===== src/rtl/i2s_audio_pkg.sv =====
// Shared constants and sample type for the WM8731 I2S audio back end.
package i2s_audio_pkg;
  localparam int unsigned PH_MAX    = 383;
  localparam int unsigned BCK_DIV   = 12;
  localparam int unsigned SLOTS     = 32;
  localparam int          PULSE_W   = 4096;
  localparam int unsigned ADC_FIRST = 1;
  localparam int unsigned ADC_LAST  = 16;

  typedef logic signed [15:0] sample_t;
endpackage


===== src/rtl/sound_mixer.sv =====
// Combinational mixer: four +/-PULSE_W pulse lines plus offset-binary PCM scaled by 64.
module sound_mixer
  import i2s_audio_pkg::*;
(
  input  logic [3:0] i_pulses,
  input  logic [7:0] i_pcm,
  output sample_t    o_mix
);

  logic signed [7:0] w_p;
  sample_t           w_acc;

  always_comb begin
    w_p   = {~i_pcm[7], i_pcm[6:0]};
    w_acc = sample_t'(w_p) <<< 6;
    for (int unsigned i = 0; i < 4; i++) begin
      if (i_pulses[i]) w_acc = w_acc + sample_t'(PULSE_W);
      else             w_acc = w_acc - sample_t'(PULSE_W);
    end
    o_mix = w_acc;
  end

endmodule


===== src/rtl/i2s_audio_port.sv =====
// I2S master for the WM8731: 384-cycle frame, mixed mono sample on both DAC channels,
// left ADC word sliced with hysteresis into the tape input bit.
module i2s_audio_port
  import i2s_audio_pkg::*;
#(
  parameter int TAPE_THRESH = 1024
) (
  input  logic       clk18,
  input  logic       reset_in,
  input  logic [3:0] pulses,
  input  logic [7:0] pcm,
  output logic       tapein,
  output logic       oAUD_BCK,
  output logic       oAUD_DACLRCK,
  output logic       oAUD_DATA,
  output logic       oAUD_ADCLRCK,
  input  logic       iAUD_ADCDAT,
  output logic       frame_strobe
);

  localparam sample_t THR_HI = sample_t'(TAPE_THRESH);
  localparam sample_t THR_LO = sample_t'(-TAPE_THRESH);

  logic [8:0]  r_ph;
  logic [3:0]  r_sub;
  logic [4:0]  r_slot;
  sample_t     r_smp;
  logic [31:0] r_dac;
  sample_t     r_adc;
  logic        r_bck;
  logic        r_lrck;
  logic        r_data;
  logic        r_tape;
  logic        r_strobe;

  sample_t     w_mix;
  logic        w_frame_end;
  logic        w_slot_start;
  logic        w_adc_sample;
  logic        w_adc_done;

  sound_mixer u_mixer (
    .i_pulses (pulses),
    .i_pcm    (pcm),
    .o_mix    (w_mix)
  );

  always_comb begin
    w_frame_end  = (r_ph == 9'(PH_MAX));
    w_slot_start = (r_sub == '0);
    w_adc_sample = (r_sub == 4'(BCK_DIV / 2)) &&
                   (r_slot >= 5'(ADC_FIRST)) && (r_slot <= 5'(ADC_LAST));
    w_adc_done   = (r_sub == 4'(BCK_DIV - 1)) && (r_slot == 5'(ADC_LAST));
  end

  // ph, sub and slot advance together so sub/slot never need a divider.
  always_ff @(posedge clk18 or posedge reset_in) begin
    if (reset_in) begin
      r_ph   <= '0;
      r_sub  <= '0;
      r_slot <= '0;
    end else if (w_frame_end) begin
      r_ph   <= '0;
      r_sub  <= '0;
      r_slot <= '0;
    end else begin
      r_ph <= r_ph + 9'd1;
      if (r_sub == 4'(BCK_DIV - 1)) begin
        r_sub  <= '0;
        r_slot <= r_slot + 5'd1;
      end else begin
        r_sub <= r_sub + 4'd1;
      end
    end
  end

  always_ff @(posedge clk18 or posedge reset_in) begin
    if (reset_in) begin
      r_bck    <= 1'b0;
      r_lrck   <= 1'b0;
      r_strobe <= 1'b0;
      r_smp    <= '0;
    end else begin
      r_bck    <= (r_sub >= 4'(BCK_DIV / 2));
      r_lrck   <= (r_slot >= 5'(SLOTS / 2));
      r_strobe <= w_frame_end;
      if (w_frame_end) r_smp <= w_mix;
    end
  end

  // The slot-0 shift emits the previous frame's right LSB before the reload,
  // which yields the one-slot I2S delay without a separate delay stage.
  always_ff @(posedge clk18 or posedge reset_in) begin
    if (reset_in) begin
      r_dac  <= '0;
      r_data <= 1'b0;
    end else if (w_slot_start) begin
      r_data <= r_dac[31];
      if (r_ph == '0) r_dac <= {r_smp, r_smp};
      else            r_dac <= {r_dac[30:0], 1'b0};
    end
  end

  always_ff @(posedge clk18 or posedge reset_in) begin
    if (reset_in) begin
      r_adc  <= '0;
      r_tape <= 1'b0;
    end else begin
      if (w_adc_sample) r_adc <= {r_adc[14:0], iAUD_ADCDAT};
      if (w_adc_done) begin
        if (r_adc > THR_HI)      r_tape <= 1'b1;
        else if (r_adc < THR_LO) r_tape <= 1'b0;
      end
    end
  end

  assign tapein       = r_tape;
  assign oAUD_BCK     = r_bck;
  assign oAUD_DACLRCK = r_lrck;
  assign oAUD_ADCLRCK = r_lrck;
  assign oAUD_DATA    = r_data;
  assign frame_strobe = r_strobe;

endmodule


===== config.mk =====
export PLATFORM = sky130hd
export DESIGN_NAME = i2s_audio_port
export DESIGN_NICKNAME = d
export VERILOG_FILES = /design/src/rtl/i2s_audio_pkg.sv /design/src/rtl/sound_mixer.sv /design/src/rtl/i2s_audio_port.sv
export SDC_FILE = /design/constraint.sdc
export NUM_CORES = 1
export LEC_CHECK = 0
export ABC_AREA = 1
export BUFFER_PORTS_ARGS = -buffer_cell sky130_fd_sc_hd__buf_2
export CAP_MARGIN = 40
export CORE_AREA = 2 2 129 131
export CTS_BUF_LIST = sky130_fd_sc_hd__clkbuf_8
export CTS_CLUSTER_DIAMETER = 40
export DETAILED_ROUTE_END_ITERATION = 8
export DIE_AREA = 0 0 131 133
export SLEW_MARGIN = 15
export SYNTH_ARGS = -nofsm -noshare
export SYNTH_HDL_FRONTEND = slang
export SYNTH_SLANG_ARGS = --single-unit

===== constraint.sdc =====
create_clock -name clk18 -period 4.6 [get_ports clk18]
set_clock_uncertainty 0.05 [all_clocks]
set_input_delay 0.69 -clock clk18 [delete_from_list [all_inputs] [get_ports clk18]]
set_output_delay 0.69 -clock clk18 [all_outputs]
set_load 0.005 [all_outputs]

* After elaboration in Yosys (flattened, before gate mapping)
Index checks and enable logic that the tools add are counted.
** Storage, ports and cells
- Flip-flop bits (word level) :: 87
- Latch bits :: 0
- Memory bits (writable) :: 0
- Bits in read-only memories :: 0
- Input port bits :: 15
- Memories :: 0
** Operators by class
- $add $sub $neg :: 11
- Multipliers :: 0
- Div/mod/pow operators :: 0
- Magnitude comparators :: 6
- Equality and inequality tests :: 4
- Shift-type cells :: 0
- Multiplexer cells :: 12
- Bitwise gates (word level) :: 1
- Reduce and logical (&&, ||, !) cells :: 8
** Operators with widths (count)
- $mux W16 :: 4
- $add A16 B14 Y16 const B :: 3
- $sub A16 B14 Y16 const B :: 3
- $mux W32 :: 1
- $gt A16 B12 Y1 const B :: 1
- $lt A16 B11 Y1 const B :: 1
- $add A14 B14 Y15 const B :: 1
- $sub A14 B14 Y15 const B :: 1
- $mux W5 :: 2
- $add A9 B1 Y9 const B :: 1
- $eq A9 B9 Y1 const B :: 1
- $logic_not A9 Y1 :: 1
- $mux W9 :: 1
- $mux W4 :: 2
- $add A5 B1 Y5 const B :: 1
- $eq A5 B5 Y1 const B :: 1
- $ge A5 B1 Y1 const B :: 1
- $ge A5 B5 Y1 const B :: 1
- $le A5 B5 Y1 const B :: 1
- $add A4 B1 Y4 const B :: 1
- $eq A4 B3 Y1 const B :: 1
- $eq A4 B4 Y1 const B :: 1
- $ge A4 B3 Y1 const B :: 1
- $logic_not A4 Y1 :: 1
- 5 further kinds :: 9

* Longest topological paths before layout
- Depth after elaboration :: 9
- Gate-level depth with buffers :: 18

* Cells and area by module
A second synthesis with hierarchy kept.
** Second synthesis, totals
- Cell total of the unflattened synthesis :: 591
- Area total of the unflattened synthesis :: 4793.3 µm²
** By module, submodules not included
- i2s_audio_port :: instances 1, cells each 522, area an instance 4310.4 µm², seq. area each 2177.1 µm²
- sound_mixer :: instances 1, cells each 69, area an instance 483.0 µm², seq. area each 0.0 µm²

* Worst setup path before layout
Ideal clock, no wire load.
- Path kind :: input port to flip-flop
- From :: input pcm[6]
- To :: register r_smp[15]
- Setup time :: 117 ps
- Data arrival time :: 3091 ps
- Required time :: 4433 ps
- Slack :: 1341 ps
- Stages :: 17
- Buffers on the path :: 1
- Cells stage by stage :: buf_2 -> inv_1 -> fa_1 -> ha_1 -> inv_1 -> xor2_1 -> ha_1 -> xnor2_1 -> ha_1 -> nand2_1 -> nand2_1 -> nor2_1 -> nand2_1 -> nand2_1 -> nand2_1 -> nand3_1 -> nand2_1
** Between the ends
- Cells in the longest elaborated chain, start to end :: 8
- Elaborated cells between the ends (all ways) :: 12
- Those cells by class :: 8 x add/sub; 4 x mux
** Ends and longest elaborated chain
- start, declared :: line i2s_audio_port.sv:11 : input logic [7:0] pcm,
- $sub A14 B14 Y15 / $add A14 B14 Y15 (equally long branches) :: line sound_mixer.sv:18, sound_mixer.sv:17
- $mux W16 * :: line sound_mixer.sv:17 : if (i_pulses[i]) w_acc = w_acc + sample_t'(PULSE_W);
- $sub A16 B14 Y16 / $add A16 B14 Y16 (equally long branches) :: line sound_mixer.sv:18, sound_mixer.sv:17
- $mux W16 * :: line sound_mixer.sv:17
- $sub A16 B14 Y16 / $add A16 B14 Y16 (equally long branches) :: line sound_mixer.sv:18, sound_mixer.sv:17
- $mux W16 * :: line sound_mixer.sv:17
- $sub A16 B14 Y16 / $add A16 B14 Y16 (equally long branches) :: line sound_mixer.sv:18, sound_mixer.sv:17
- $mux W16 * :: line sound_mixer.sv:17
- end signal, assigned :: line i2s_audio_port.sv:87 : if (w_frame_end) r_smp <= w_mix;
- end, declared :: line i2s_audio_port.sv:27 : sample_t r_smp;
Every way passes the cells marked *; elsewhere a longest branch is shown, timed or not.
A chain may end at the register's enable or synchronous reset.

* Worst setup path in the final report
Ends and elaborated chain as after synthesis.

==> run summary <==
The cell area after placement is 4110 um^2, and the worst endpoint data arrival time is 3.35 ns. Counting every sink on the clock net gives 75. In this run the tool buffered the top-level ports with 20 buffer cells. Synthesis handed over a netlist of 479 instances. The floorplan step set the die width to 131 um. After clock tree synthesis, the clock-pin slew on the worst setup and hold paths is 0.07 ns. Before antenna repair, the detailed router went through 4 iterations. In this run, post-CTS repair resized a total of 0 instances. The die covers 17400 um^2. The run gives 0 as the max-slew violation total from the final report. The setup path with the least slack is of type primary input to register. The synthesized netlist devotes 4.52% of its cell area to compound gates.

Pin placement for this block handled 21 I/O pins. The synthesized netlist contains 28 unique library cells. After clock tree synthesis, the flow added hold-fix buffers numbering 0. Leaving out fill and tap cells, the most frequent cell in the layout is sky130_fd_sc_hd__nand2_1.

The final layout net count came out at 529. The synthesized design contains 75 register bits. Most used flip-flop cell after synthesis: sky130_fd_sc_hd__dfrtp_1.

Derived from the worst setup path, the maximum achievable clock frequency is 317 MHz. The floorplan has 47 rows. For the final routed database, the setup TNS stands at 0 ns. The pin count of the biggest net entering global routing is 41. Max-cap violations in this run came to 0. The worst register-to-register path has a setup slack of 2.38 ns. From bottom edge to top edge, the die measures 133 um. Yosys mapped a number of flops with a built-in enable equal to 0. The endpoint identified for the worst register-to-register timing path is r_dac[19]$_DFFE_PP0N_.

The worst register-to-register path begins at r_sub[0]$_DFF_PP0_. Of the total synthesized cell area, the portion taken by XOR and XNOR cells is 2.31%. Of all flip-flops after synthesis, the portion carrying an async set or reset was 100%. The run gives 0.807 as the weighted congestion reported at the end of routability-driven placement. The adder and majority cell fraction of the synthesized area was 6.00%; the share of cell area taken by muxes after synthesis was 0%. Summing all non-filler instances in the final layout gives an area of 4270 um^2. The average instance in the mapped netlist occupies 7.93 um^2.

The tools report the buffer type at the clock tree root as sky130_fd_sc_hd__clkbuf_8. The number of cells on the worst reg-to-reg path is 7. After detailed routing, the number of remaining DRC violations is 0. For the number of antenna violations at the first check in global routing, the log shows 0.

In this run the tightest slew margin relative to its limit is 48.8%. The region available for standard cell placement spans 16200 um^2. After detailed routing, the number of vias per cell comes to 3.94. The post-detailed-route wirelength per cell is 9.51 um, and the simple-gate share of the synthesized area is 30.0%. The tools report the net count after synthesis as 511. The run gives 0 as the aggregate global routing overflow.

The top fanout value on the critical path was 9; the via count of the first global-routing pass was 2858. The final count of negative-setup-slack endpoints is 0, and the antenna violation net count after detailed routing is 0. In the global route stage, overall resource usage came out at 9.14%. STA classifies the critical path startpoint as a primary input. IR analysis of the VDD net gives a maximum drop of 0.113 mV. For this block, the initial DRC count from the detailed router was 178. In the final layout, the share of cells above drive strength 1 is 9.98%. The run gives 14.5% as the met2 layer usage reported by global route. After layout, the worst path uses 68.6% of the clock period. The first global-routing pass estimated 12.7 mm of wire. Combinational family with the most area after synthesis: simple AND/OR/NAND/NOR gates.

The tools report the number of fill cells in the layout as 1774. Sequential elements use 49.4% of the synthesized area. The initial core utilization is 23.5%, and the final period demand of the worst path is 3.15 ns. In the layout the commonest cells are sky130_fd_sc_hd__nand2_1 (187), sky130_fd_sc_hd__dfrtp_1 (75), sky130_fd_sc_hd__inv_1 (50), sky130_fd_sc_hd__nand3_1 (36), sky130_fd_sc_hd__nor2_1 (32).

The worst setup path startpoint was pcm[6]. For the worst setup path, the data required time is 4.80 ns. The antenna diode instance count is 0.

The clock passes through at most 2 buffers. TritonCTS built the clock tree. The total via count after detailed routing is 2842, and the met3 track demand over resource in global routing is 4.04%. The worst hold path belongs to the class primary input to asynchronous set/reset pin. For the total wire length after detailed routing, the log shows 6.86 mm. The global routing stage identified its most utilized layer as met2. Yosys printed 0 warnings. For the met1 demand-to-capacity share in global routing, the log shows 11.5%. The number of buffers created by CTS was 9. The clock tree synthesis step divided the H-tree into 3 levels.

The post-CTS repair timing setup buffer count was 0. The tools report the total count of hold-check failures in the final report as 0. The mapped netlist covers 3800 um^2. Setup repair after global routing left no endpoint under its margin. The run finished with clean final reports. At the later pin of the worst-skew pair, clock insertion delay measures 0.35 ns. The sort of element at the end of the critical path is a register. The leakage component of the power was 0.00216 uW; the detailed placer's ending HPWL was 4.69 mm. The synthesis-to-layout area growth was 12.6%; the power per standard cell area was 283 nW/um^2.

For the pin with the worst max-slew slack, the measured transition is 0.766 ns.
## logic make-up after synthesis
group,count (synthesis)
and+or+nand+nor,275
DFF,75
buffers and inverters,68
AOI/OAI and AO/OA,34
adders and majority gates,17
xor gates and xnor gates,10
## registers in the layout, summed over array words and instances, names as in the netlist
name / count
frame_strobe: 1
r_smp: 10
r_sub: 4
r_dac: 26
r_ph: 9
r_slot: 5
tapein: 1
oAUD_ADCLRCK: 1
r_adc: 16
oAUD_DATA: 1
oAUD_BCK: 1
## per-stage QoR
| stage | hold slack, ns | setup slack, ns | cells | utilization [%] | total power, uW |
|---|---|---|---|---|---|
| after floorplan | 0.392 | 1.34 | 479 | - | 771 |
| after global placement | 0.354 | 1.14 | 705 | 25.3 | 794 |
| after detailed placement | 0.352 | 1.05 | 706 | 25.4 | 797 |
| after CTS | 0.368 | 1.44 | 721 | 26.4 | 1230 |
| after global routing | 0.375 | 1.20 | 721 | 26.4 | 1290 |
| final | 0.361 | 1.45 | 721 | 26.4 | 1210 |
## routing by layer
metal,share of wire (%),wire length (um)
met5,0,0
met4,0.99,68
met3,3.9,265
met2,44,3030
met1,51,3490
## worst max-delay path, cell delays in order
cell and delay, ns:
sky130_fd_sc_hd__buf_2 0.20, sky130_fd_sc_hd__inv_1 0.15, sky130_fd_sc_hd__fa_1 0.42, sky130_fd_sc_hd__ha_1 0.30, sky130_fd_sc_hd__inv_1 0.06, sky130_fd_sc_hd__xor2_1 0.15, sky130_fd_sc_hd__ha_1 0.34, sky130_fd_sc_hd__xnor2_1 0.15
sky130_fd_sc_hd__ha_1 0.33, sky130_fd_sc_hd__nand2_1 0.08, sky130_fd_sc_hd__nand2_1 0.06, sky130_fd_sc_hd__nor2_1 0.11, sky130_fd_sc_hd__nand2_1 0.07, sky130_fd_sc_hd__nand2_1 0.06, sky130_fd_sc_hd__nand2_1 0.05, sky130_fd_sc_hd__nand3_1 0.08
sky130_fd_sc_hd__nand2_1 0.06
## Yosys cell counts, types with 2 or more instances
cell type | instances | area (um^2)
sky130_fd_sc_hd__buf_6 | 2 | 22.5
sky130_fd_sc_hd__buf_2 | 7 | 35.0
sky130_fd_sc_hd__nor2_1 | 32 | 120
sky130_fd_sc_hd__clkbuf_1 | 6 | 22.5
sky130_fd_sc_hd__ha_1 | 15 | 188
sky130_fd_sc_hd__nand4_1 | 5 | 31.3
sky130_fd_sc_hd__nand2_1 | 187 | 702
sky130_fd_sc_hd__nand2_2 | 8 | 50.1
sky130_fd_sc_hd__xnor2_1 | 4 | 35.0
sky130_fd_sc_hd__nand3_1 | 36 | 180
sky130_fd_sc_hd__inv_1 | 48 | 180
sky130_fd_sc_hd__nor3_1 | 3 | 15.0
sky130_fd_sc_hd__fa_1 | 2 | 40.0
sky130_fd_sc_hd__a21oi_1 | 2 | 10.0
sky130_fd_sc_hd__dfrtp_1 | 75 | 1880
sky130_fd_sc_hd__xor2_1 | 6 | 52.6
sky130_fd_sc_hd__o21ai_0 | 30 | 150
## report_power, final
group          total [uW]  internal (uW)  switching (uW)
clock network         426            201             225
logic                 121           47.3            73.3
registers             661            660           0.919
total                1210            908             299
## how the worst max path moves through the flow
| stage | endpoint | cells after the start |
|---|---|---|
| global placement | r_smp[15]$_DFFE_PP0P_ | 17 |
| floorplan | r_smp[15]$_DFFE_PP0P_ | 17 |
| finish | r_smp[15]$_DFFE_PP0P_ | 17 |
| detailed placement | r_smp[15]$_DFFE_PP0P_ | 17 |
| global route | r_smp[15]$_DFFE_PP0P_ | 17 |
| CTS | r_smp[15]$_DFFE_PP0P_ | 17 |
## cell type report
type,instances,area [um^2],share of cell area (%)
clock buffers,10,138,3.22
clock inverters,5,23.8,0.556
inverters,50,189,4.42
multi-input cells,336,1630,38.0
flip-flops and latches,75,1880,43.9
well taps,220,275,6.44
repair buffers,25,145,3.40
Note: power is estimated with default switching activity, not from simulation.
